File: config.mk
export PLATFORM = sky130hd
export DESIGN_NAME = div_8_8_seq
export DESIGN_NICKNAME = d
export VERILOG_FILES = /design/src/rtl/div_pkg.sv /design/src/rtl/adder4.sv /design/src/rtl/div_sub_stage.sv /design/src/rtl/div_8_8_seq.sv
export SDC_FILE = /design/constraint.sdc
export NUM_CORES = 1
export LEC_CHECK = 0
export BUFFER_PORTS_ARGS = -buffer_cell sky130_fd_sc_hd__buf_2
export CAP_MARGIN = 20
export CORE_ASPECT_RATIO = 0.7
export CORE_MARGIN = 3
export CORE_UTILIZATION = 38
export DETAILED_ROUTE_END_ITERATION = 6
export MAX_ROUTING_LAYER = met4
export PLACE_DENSITY = 0.6
export SLEW_MARGIN = 10
export SYNTH_ARGS = -nofsm -noshare
export SYNTH_HDL_FRONTEND = slang
export SYNTH_SLANG_ARGS = --single-unit
File: constraint.sdc
create_clock -name clk -period 2.6 [get_ports clk]
set_input_delay 0.39 -clock clk [delete_from_list [all_inputs] [get_ports clk]]
set_output_delay 0.39 -clock clk [all_outputs]
set_load 0.05 [all_outputs]
File: src/rtl/div_pkg.sv
// Shared definitions for the sequential restoring divider: default width,
// counter sizing and FSM state encodings.
package div_pkg;

  localparam int unsigned DIV_WIDTH = 8;

  function automatic int unsigned cnt_width(input int unsigned w);
    return $clog2(w) + 1;
  endfunction

  localparam int unsigned DIV_CNT_W = cnt_width(DIV_WIDTH);

  typedef logic [1:0] state_t;

  localparam state_t S_IDLE = 2'd0;
  localparam state_t S_RUN  = 2'd1;
  localparam state_t S_DONE = 2'd2;

endpackage

File: src/rtl/adder4.sv
// 4-bit carry-lookahead adder slice.
module adder4 (
  input  logic [3:0] a,
  input  logic [3:0] b,
  input  logic       cin,
  output logic [3:0] sum,
  output logic       cout
);

  logic [3:0] g;
  logic [3:0] p;
  logic [4:0] c;

  assign g = a & b;
  assign p = a ^ b;

  // Flattened lookahead carries within the slice
  assign c[0] = cin;
  assign c[1] = g[0] | (p[0] & c[0]);
  assign c[2] = g[1] | (p[1] & g[0]) | (p[1] & p[0] & c[0]);
  assign c[3] = g[2] | (p[2] & g[1]) | (p[2] & p[1] & g[0])
              | (p[2] & p[1] & p[0] & c[0]);
  assign c[4] = g[3] | (p[3] & g[2]) | (p[3] & p[2] & g[1])
              | (p[3] & p[2] & p[1] & g[0])
              | (p[3] & p[2] & p[1] & p[0] & c[0]);

  assign sum  = p ^ c[3:0];
  assign cout = c[4];

endmodule

File: src/rtl/div_sub_stage.sv
// WIDTH-bit subtractor a - b built from rippled adder4 slices;
// no_borrow is high when a >= b.
module div_sub_stage #(
  parameter int unsigned WIDTH = 8
) (
  input  logic [WIDTH-1:0] a,
  input  logic [WIDTH-1:0] b,
  output logic [WIDTH-1:0] diff,
  output logic             no_borrow
);

  localparam int unsigned NSL = WIDTH / 4;

  logic [NSL:0]     c;
  logic [WIDTH-1:0] b_n;

  assign b_n  = ~b;
  assign c[0] = 1'b1;

  for (genvar gi = 0; gi < NSL; gi++) begin : g_slice
    adder4 u_add (
      .a    (a[4*gi +: 4]),
      .b    (b_n[4*gi +: 4]),
      .cin  (c[gi]),
      .sum  (diff[4*gi +: 4]),
      .cout (c[gi+1])
    );
  end

  assign no_borrow = c[NSL];

endmodule

File: src/rtl/div_8_8_seq.sv
// Sequential unsigned restoring divider: one quotient bit per clock,
// registered quotient/remainder/div-by-zero with a one-cycle done pulse.
module div_8_8_seq
  import div_pkg::*;
#(
  parameter int unsigned WIDTH = DIV_WIDTH
) (
  input  logic             clk,
  input  logic             rst_n,
  input  logic             start,
  input  logic [WIDTH-1:0] dividend,
  input  logic [WIDTH-1:0] divisor,
  output logic             busy,
  output logic             done,
  output logic [WIDTH-1:0] quotient,
  output logic [WIDTH-1:0] remainder,
  output logic             div_by_zero
);

  localparam int unsigned CW = cnt_width(WIDTH);

  state_t state, state_nxt;

  logic [WIDTH-1:0] r, r_nxt;
  logic [WIDTH-1:0] q, q_nxt;
  logic [WIDTH-1:0] dvs, dvs_nxt;
  logic [CW-1:0]    cnt, cnt_nxt;
  logic [WIDTH-1:0] quo_nxt;
  logic [WIDTH-1:0] rem_nxt;
  logic             dbz_nxt;

  logic [WIDTH:0]   trial;
  logic [WIDTH-1:0] diff;
  logic             no_borrow;
  logic             ge;

  // Shift the next dividend bit into the partial remainder
  assign trial = {r, q[WIDTH-1]};

  div_sub_stage #(.WIDTH(WIDTH)) u_sub (
    .a         (trial[WIDTH-1:0]),
    .b         (dvs),
    .diff      (diff),
    .no_borrow (no_borrow)
  );

  // A set top trial bit means trial exceeds any WIDTH-bit divisor
  assign ge = trial[WIDTH] | no_borrow;

  always_ff @(posedge clk or negedge rst_n) begin
    if (!rst_n) begin
      state <= S_IDLE;
    end else begin
      state <= state_nxt;
    end
  end

  always_comb begin
    state_nxt = state;
    r_nxt     = r;
    q_nxt     = q;
    dvs_nxt   = dvs;
    cnt_nxt   = cnt;
    quo_nxt   = quotient;
    rem_nxt   = remainder;
    dbz_nxt   = div_by_zero;
    case (state)
      S_RUN: begin
        r_nxt   = ge ? diff : trial[WIDTH-1:0];
        q_nxt   = {q[WIDTH-2:0], ge};
        cnt_nxt = cnt + CW'(1);
        if (cnt == CW'(WIDTH - 1)) begin
          quo_nxt   = q_nxt;
          rem_nxt   = r_nxt;
          dbz_nxt   = 1'b0;
          state_nxt = S_DONE;
        end
      end
      default: begin
        // IDLE and DONE both accept a new request
        if (start) begin
          dvs_nxt = divisor;
          if (divisor == '0) begin
            quo_nxt   = '1;
            rem_nxt   = dividend;
            dbz_nxt   = 1'b1;
            state_nxt = S_DONE;
          end else begin
            r_nxt     = '0;
            q_nxt     = dividend;
            cnt_nxt   = '0;
            state_nxt = S_RUN;
          end
        end else begin
          state_nxt = S_IDLE;
        end
      end
    endcase
  end

  always_ff @(posedge clk or negedge rst_n) begin
    if (!rst_n) begin
      r           <= '0;
      q           <= '0;
      dvs         <= '0;
      cnt         <= '0;
      quotient    <= '0;
      remainder   <= '0;
      div_by_zero <= 1'b0;
      busy        <= 1'b0;
      done        <= 1'b0;
    end else begin
      r           <= r_nxt;
      q           <= q_nxt;
      dvs         <= dvs_nxt;
      cnt         <= cnt_nxt;
      quotient    <= quo_nxt;
      remainder   <= rem_nxt;
      div_by_zero <= dbz_nxt;
      busy        <= (state_nxt == S_RUN);
      done        <= (state_nxt == S_DONE);
    end
  end

endmodule
# Yosys cells after proc, flatten, opt, wreduce, memory -nomap -nowiden
# Cells that the tools add are included.
# Widths: inputs -> output; s select.
# word_totals
ff_bits,49
output_inout_bits,19
wordCells,106
# op_classes
add_sub_neg,1
n_eq_ne,6
mux,26
bitwise,57
n_reduce_logical,6
# op_table
op,n
$mux 8,15
$and 1x1->1,28
$or 1x1->1,21
$xor 4x4->4,4
$mux 4,3
$and 4x4->4,2
$logic_not 8->1,1
$mux 2,4
$not 8->8,1
$add 4x1->4 const B,1
$eq 2x1->1 const B,2
$eq 4x3->1 const B,1
$mux 1,4
$reduce_and 2->1,2
$reduce_bool 2->1,2
$reduce_and 3->1,1
$eq 2x2->1 const B,1
$ne 2x1->1 const B,1
$ne 2x2->1 const B,1
$not 1->1,1

# Logic depth before layout (Yosys ltp)
# depth
depth_word,13
ltp_mapped,8
mapped_depth_nobuf,8

# Cells and area by module
# From an unflattened synthesis, not the netlist that was laid out.
# hier_totals
hier_cells,228
area_unflattened_um2,2484.9
# modules_own_cells
mod,n_inst,cells_per_inst,area_each_um2,seq_area_each_um2
div_8_8_seq,1,185,2155.8,1226.2
adder4,2,17,147.6,0.0
div_sub_stage,1,9,33.8,0.0

# Worst setup path after synthesis
# No wires, ideal clock.
# synth_path
path_kind,register to register
from,register q[7]
to,register remainder[1]
setup_time_ns,0.142
t_arrival_ns,2.248
setup_slack_ns,0.210
path_stages_with_launch,9
n_path_buf,1
cell_sequence,dfrtp_1 -> inv_1 -> ha_1 -> o21ai_0 -> a221oi_1 -> a311oi_1 -> buf_2 -> mux2i_1 -> o221ai_1
# synth_via
elab_chain_cells,10
# synth_lines
element,line,rtl
"start, declared",div_8_8_seq.sv:25,"logic [WIDTH-1:0] q, q_nxt;"
"start signal, assigned",div_8_8_seq.sv:114,q <= q_nxt;
$and 4x4->4,adder4.sv:14,assign g = a & b;
$and 1x1->1,adder4.sv:24,| (p[3] & p[2] & p[1] & g[0])
$or 1x1->1,adder4.sv:24,
$or 1x1->1,adder4.sv:25,| (p[3] & p[2] & p[1] & p[0] & c[0]);
$and 1x1->1,adder4.sv:25,
$or 1x1->1,adder4.sv:25,
$or 1x1->1,div_8_8_seq.sv:48,assign ge = trial[WIDTH] | no_borrow;
$mux 8 (*),div_8_8_seq.sv:69,r_nxt = ge ? diff : trial[WIDTH-1:0];
$mux 8 (*),div_8_8_seq.sv:72,if (cnt == CW'(WIDTH - 1)) begin
$mux 8 (*),div_8_8_seq.sv:67,case (state)
"end signal, assigned",div_8_8_seq.sv:118,remainder <= rem_nxt;
"end, declared",div_8_8_seq.sv:16,"output logic [WIDTH-1:0] remainder,"
# Every way passes the cells marked *; elsewhere a longest branch is shown, timed or not. The select of a mux whose other input is x is not followed.
# A chain may end at the register's enable or synchronous reset.

# Final worst setup path
# layout_path
from,register q[7]
to,register remainder[0]
# Same word-level chain as after synthesis.

==> impl_metrics.py <==
metrics = {
    "timing": {
        "worst_pin_slew_ps": 435,
        "grt_setup_unrepaired": "false",
        "hold_violations": 0,
        "fin_setup_tns_ps": 0,
        "clock.fmax_mhz": 422,
        "fin_crit_sh": 0.911,
        "setup_violations": 0,
        "slew_headroom": 0.710,
        "drv_slew": 0,
        "skew_ps": 9.77,
        "worst_slack_ps": 232,
        "min_period_ps": 2370,
    },
    "synthesis": {
        "ys_types": 37,
        "ys_seq_elements": 49,
        "yosysTopAreaCell": "dfrtp_1",
        "synth_commonest_cells": "49 x dfrtp_1, 46 x nand2_1, 23 x o21ai_0",
        "netlist_area_mm2": 0.00244,
        "synth_nets": 276,
        "synth-edff-count": 0,
        "syn_inst": 246,
        "synthTopCellsByArea": "dfrtp_1 50%, nand2_1 7.1%, mux2i_1 5.3%",
        "synthArstFlopShare": 1.00,
        "yosysMostFrequentCell": "dfrtp_1",
        "seq_area_frac_synth": 0.503,
        "avgSynthCellArea_um2": 9.91,
        "synth_top_flop_cell": "dfrtp_1",
        "synth-warning-count": 0,
        "yosysTopAreaCellShare": 0.503,
    },
    "floorplan": {
        "die_w_um": 102,
        "rows": 23,
        "dieArea_mm2": 0.00743,
        "die_h_um": 73.0,
        "io_pins": 38,
        "start_util": 0.409,
        "core_area_mm2": 0.00596,
    },
    "worst_setup_path": {
        "end_kind": "flip-flop",
        "rrSetupSlack_ps": 230,
        "path_class": "reg2reg",
        "startpoint_type": "flip-flop",
        "r2r_cells": 10,
        "cp_max_fo": 12,
        "r2r_end": "remainder[0]",
        "reg2reg_from": "q[7]",
        "cp_data_required_time_ps": 2810,
        "worst_ep_arrival_time_ps": 2580,
    },
    "finish": {
        "antennaDiodeCount": 0,
        "nNetsFinal": 323,
        "finish.utilization": 0.488,
        "syn_to_final_growth_pct": 19.1,
        "nFillCells": 580,
        "drive_above_1_share": 0.248,
    },
    "global_route": {
        "grt_pass1_vias": 1860,
        "grt_max_degree": 24,
        "grt_pass1_wl_um": 9580,
        "globalRouteOverflowTotal": 0,
        "antenna_found_initial": 0,
        "grt_use_total": 0.174,
    },
    "hold_path": {
        "hold_path_class": "in2async",
    },
    "status": {
        "status": "complete, no violations",
    },
    "run": {
        "max-cap-violations": 0,
    },
    "clock_tree": {
        "clk_pin_slew_worst_paths_ps": 90,
        "cts_buffers": 5,
        "post_cts_buffers": 0,
        "holdBufCountCts": 0,
        "clock_latency_ps": 300,
        "cts.path.max_buffers": 2,
        "cts_tree": "done",
        "cts_root_buf": "clkbuf_8",
        "htreeDepth": 2,
        "clock-sinks": 49,
    },
    "routing": {
        "drtAntennaViolNets": 0,
        "drc": 0,
        "first_pass_iters": 4,
        "wire_per_inst_um": 15.7,
        "drtIter0Drc": 95,
        "vias_per_cell": 5.18,
        "via_count": 1912,
        "drt-total-wl_um": 5780,
    },
    "placed_design": {
        "port_buffers": 37,
        "place_ws_ps": 126,
        "gp_congestion": 0.846,
        "hpwl_um": 4380,
    },
}
layout make-up:
type / instances / area [um^2] / share of cell area
clock buffers: 7 / 86.3 / 0.0297
clock inverters: 1 / 30.0 / 0.0103
inverters: 16 / 60.1 / 0.0207
multi-input cells: 170 / 1110 / 0.384
flip-flops and latches: 49 / 1230 / 0.422
well taps: 75 / 93.8 / 0.0323
repair buffers: 51 / 294 / 0.101
flip-flops by register name, summed over array words and instances, names as in the netlist:
signal and count:
done 1, q 8, div_by_zero 1, remainder 8
r 8, busy 1, dvs 8, cnt 4
quotient 8, state 2
metal layers:
layer | vias to the layer above | track usage | part of all wire
met2 | 47 | 0.229 | 0.42
met5 | - | - | 0
li1 | 945 | - | -
met1 | 918 | 0.266 | 0.52
met3 | 2 | 0.0458 | 0.059
met4 | 0 | 0.0354 | 0.0029
layout by cell type (no fill, tap or decap), types with 2 or more instances in the layout:
| cell | count |
|---|---|
| nand3_1 | 11 |
| a31oi_1 | 2 |
| mux2_2 | 10 |
| or4_1 | 2 |
| o31ai_1 | 2 |
| mux2i_1 | 13 |
| ha_1 | 10 |
| a22oi_1 | 2 |
| buf_2 | 37 |
| inv_1 | 16 |
| nor3_1 | 3 |
| nand2_1 | 46 |
| nor2_1 | 9 |
| o21ai_0 | 21 |
| clkbuf_8 | 6 |
| nand2b_1 | 2 |
| o21ai_1 | 2 |
| dfrtp_1 | 49 |
| a21oi_1 | 7 |
| o221ai_1 | 4 |
| or3_1 | 3 |
| buf_4 | 13 |
| xor2_1 | 5 |
logic make-up (layout without fill, tap and decap cells):
logic type                 count (synthesis)  after routing  synth area share
DFF                                       49             49             0.503
xor gates and xnor gates                   6              6            0.0215
AOI/OAI and AO/OA                         48             48             0.122
buffers and inverters                     27             75            0.0426
and+or+nand+nor                           82             82             0.152
adders and majority gates                 11             11            0.0595
muxes                                     23             23            0.0995
how the worst max path moves through the flow:
stage,start,end,slack [ps],cells after the start
after detailed placement,divisor[1],remainder[6],130,6
after global placement,divisor[1],remainder[6],150,6
after CTS,r[1],remainder[0],170,8
after global routing,q[7],remainder[0],10,10
after floorplan,q[7],remainder[1],210,8
final,q[7],remainder[0],230,10
metrics by stage:
stage          std cells  hold slack [ps]  instance area (um^2)
2_1_floorplan        246             94.4                  2440
3_3_place_gp         361              364                  2790
3_5_place_dp         361              357                  2790
5_1_grt              369             44.4                  2910
4_1_cts              369             17.5                  2900
6_report             369             12.7                  2910
critical path, cell delays in order (launching register included):
cell and delay [ps]:
dfrtp_1 350, inv_1 50, ha_1 300, o21ai_0 160, buf_4 150, a221oi_1 70
buf_4 160, a311oi_2 300, buf_6 210, mux2_2 360, o221ai_1 180
what timing repair did:
item / CTS / global route
gates resized for setup: 0 / 2
endpoints found under the hold margin: 0 / 0
setup endpoints to repair: 0 / 2
Power is not shown: default switching activity piles up to over one toggle a cycle in this logic, so the estimate is an artifact.
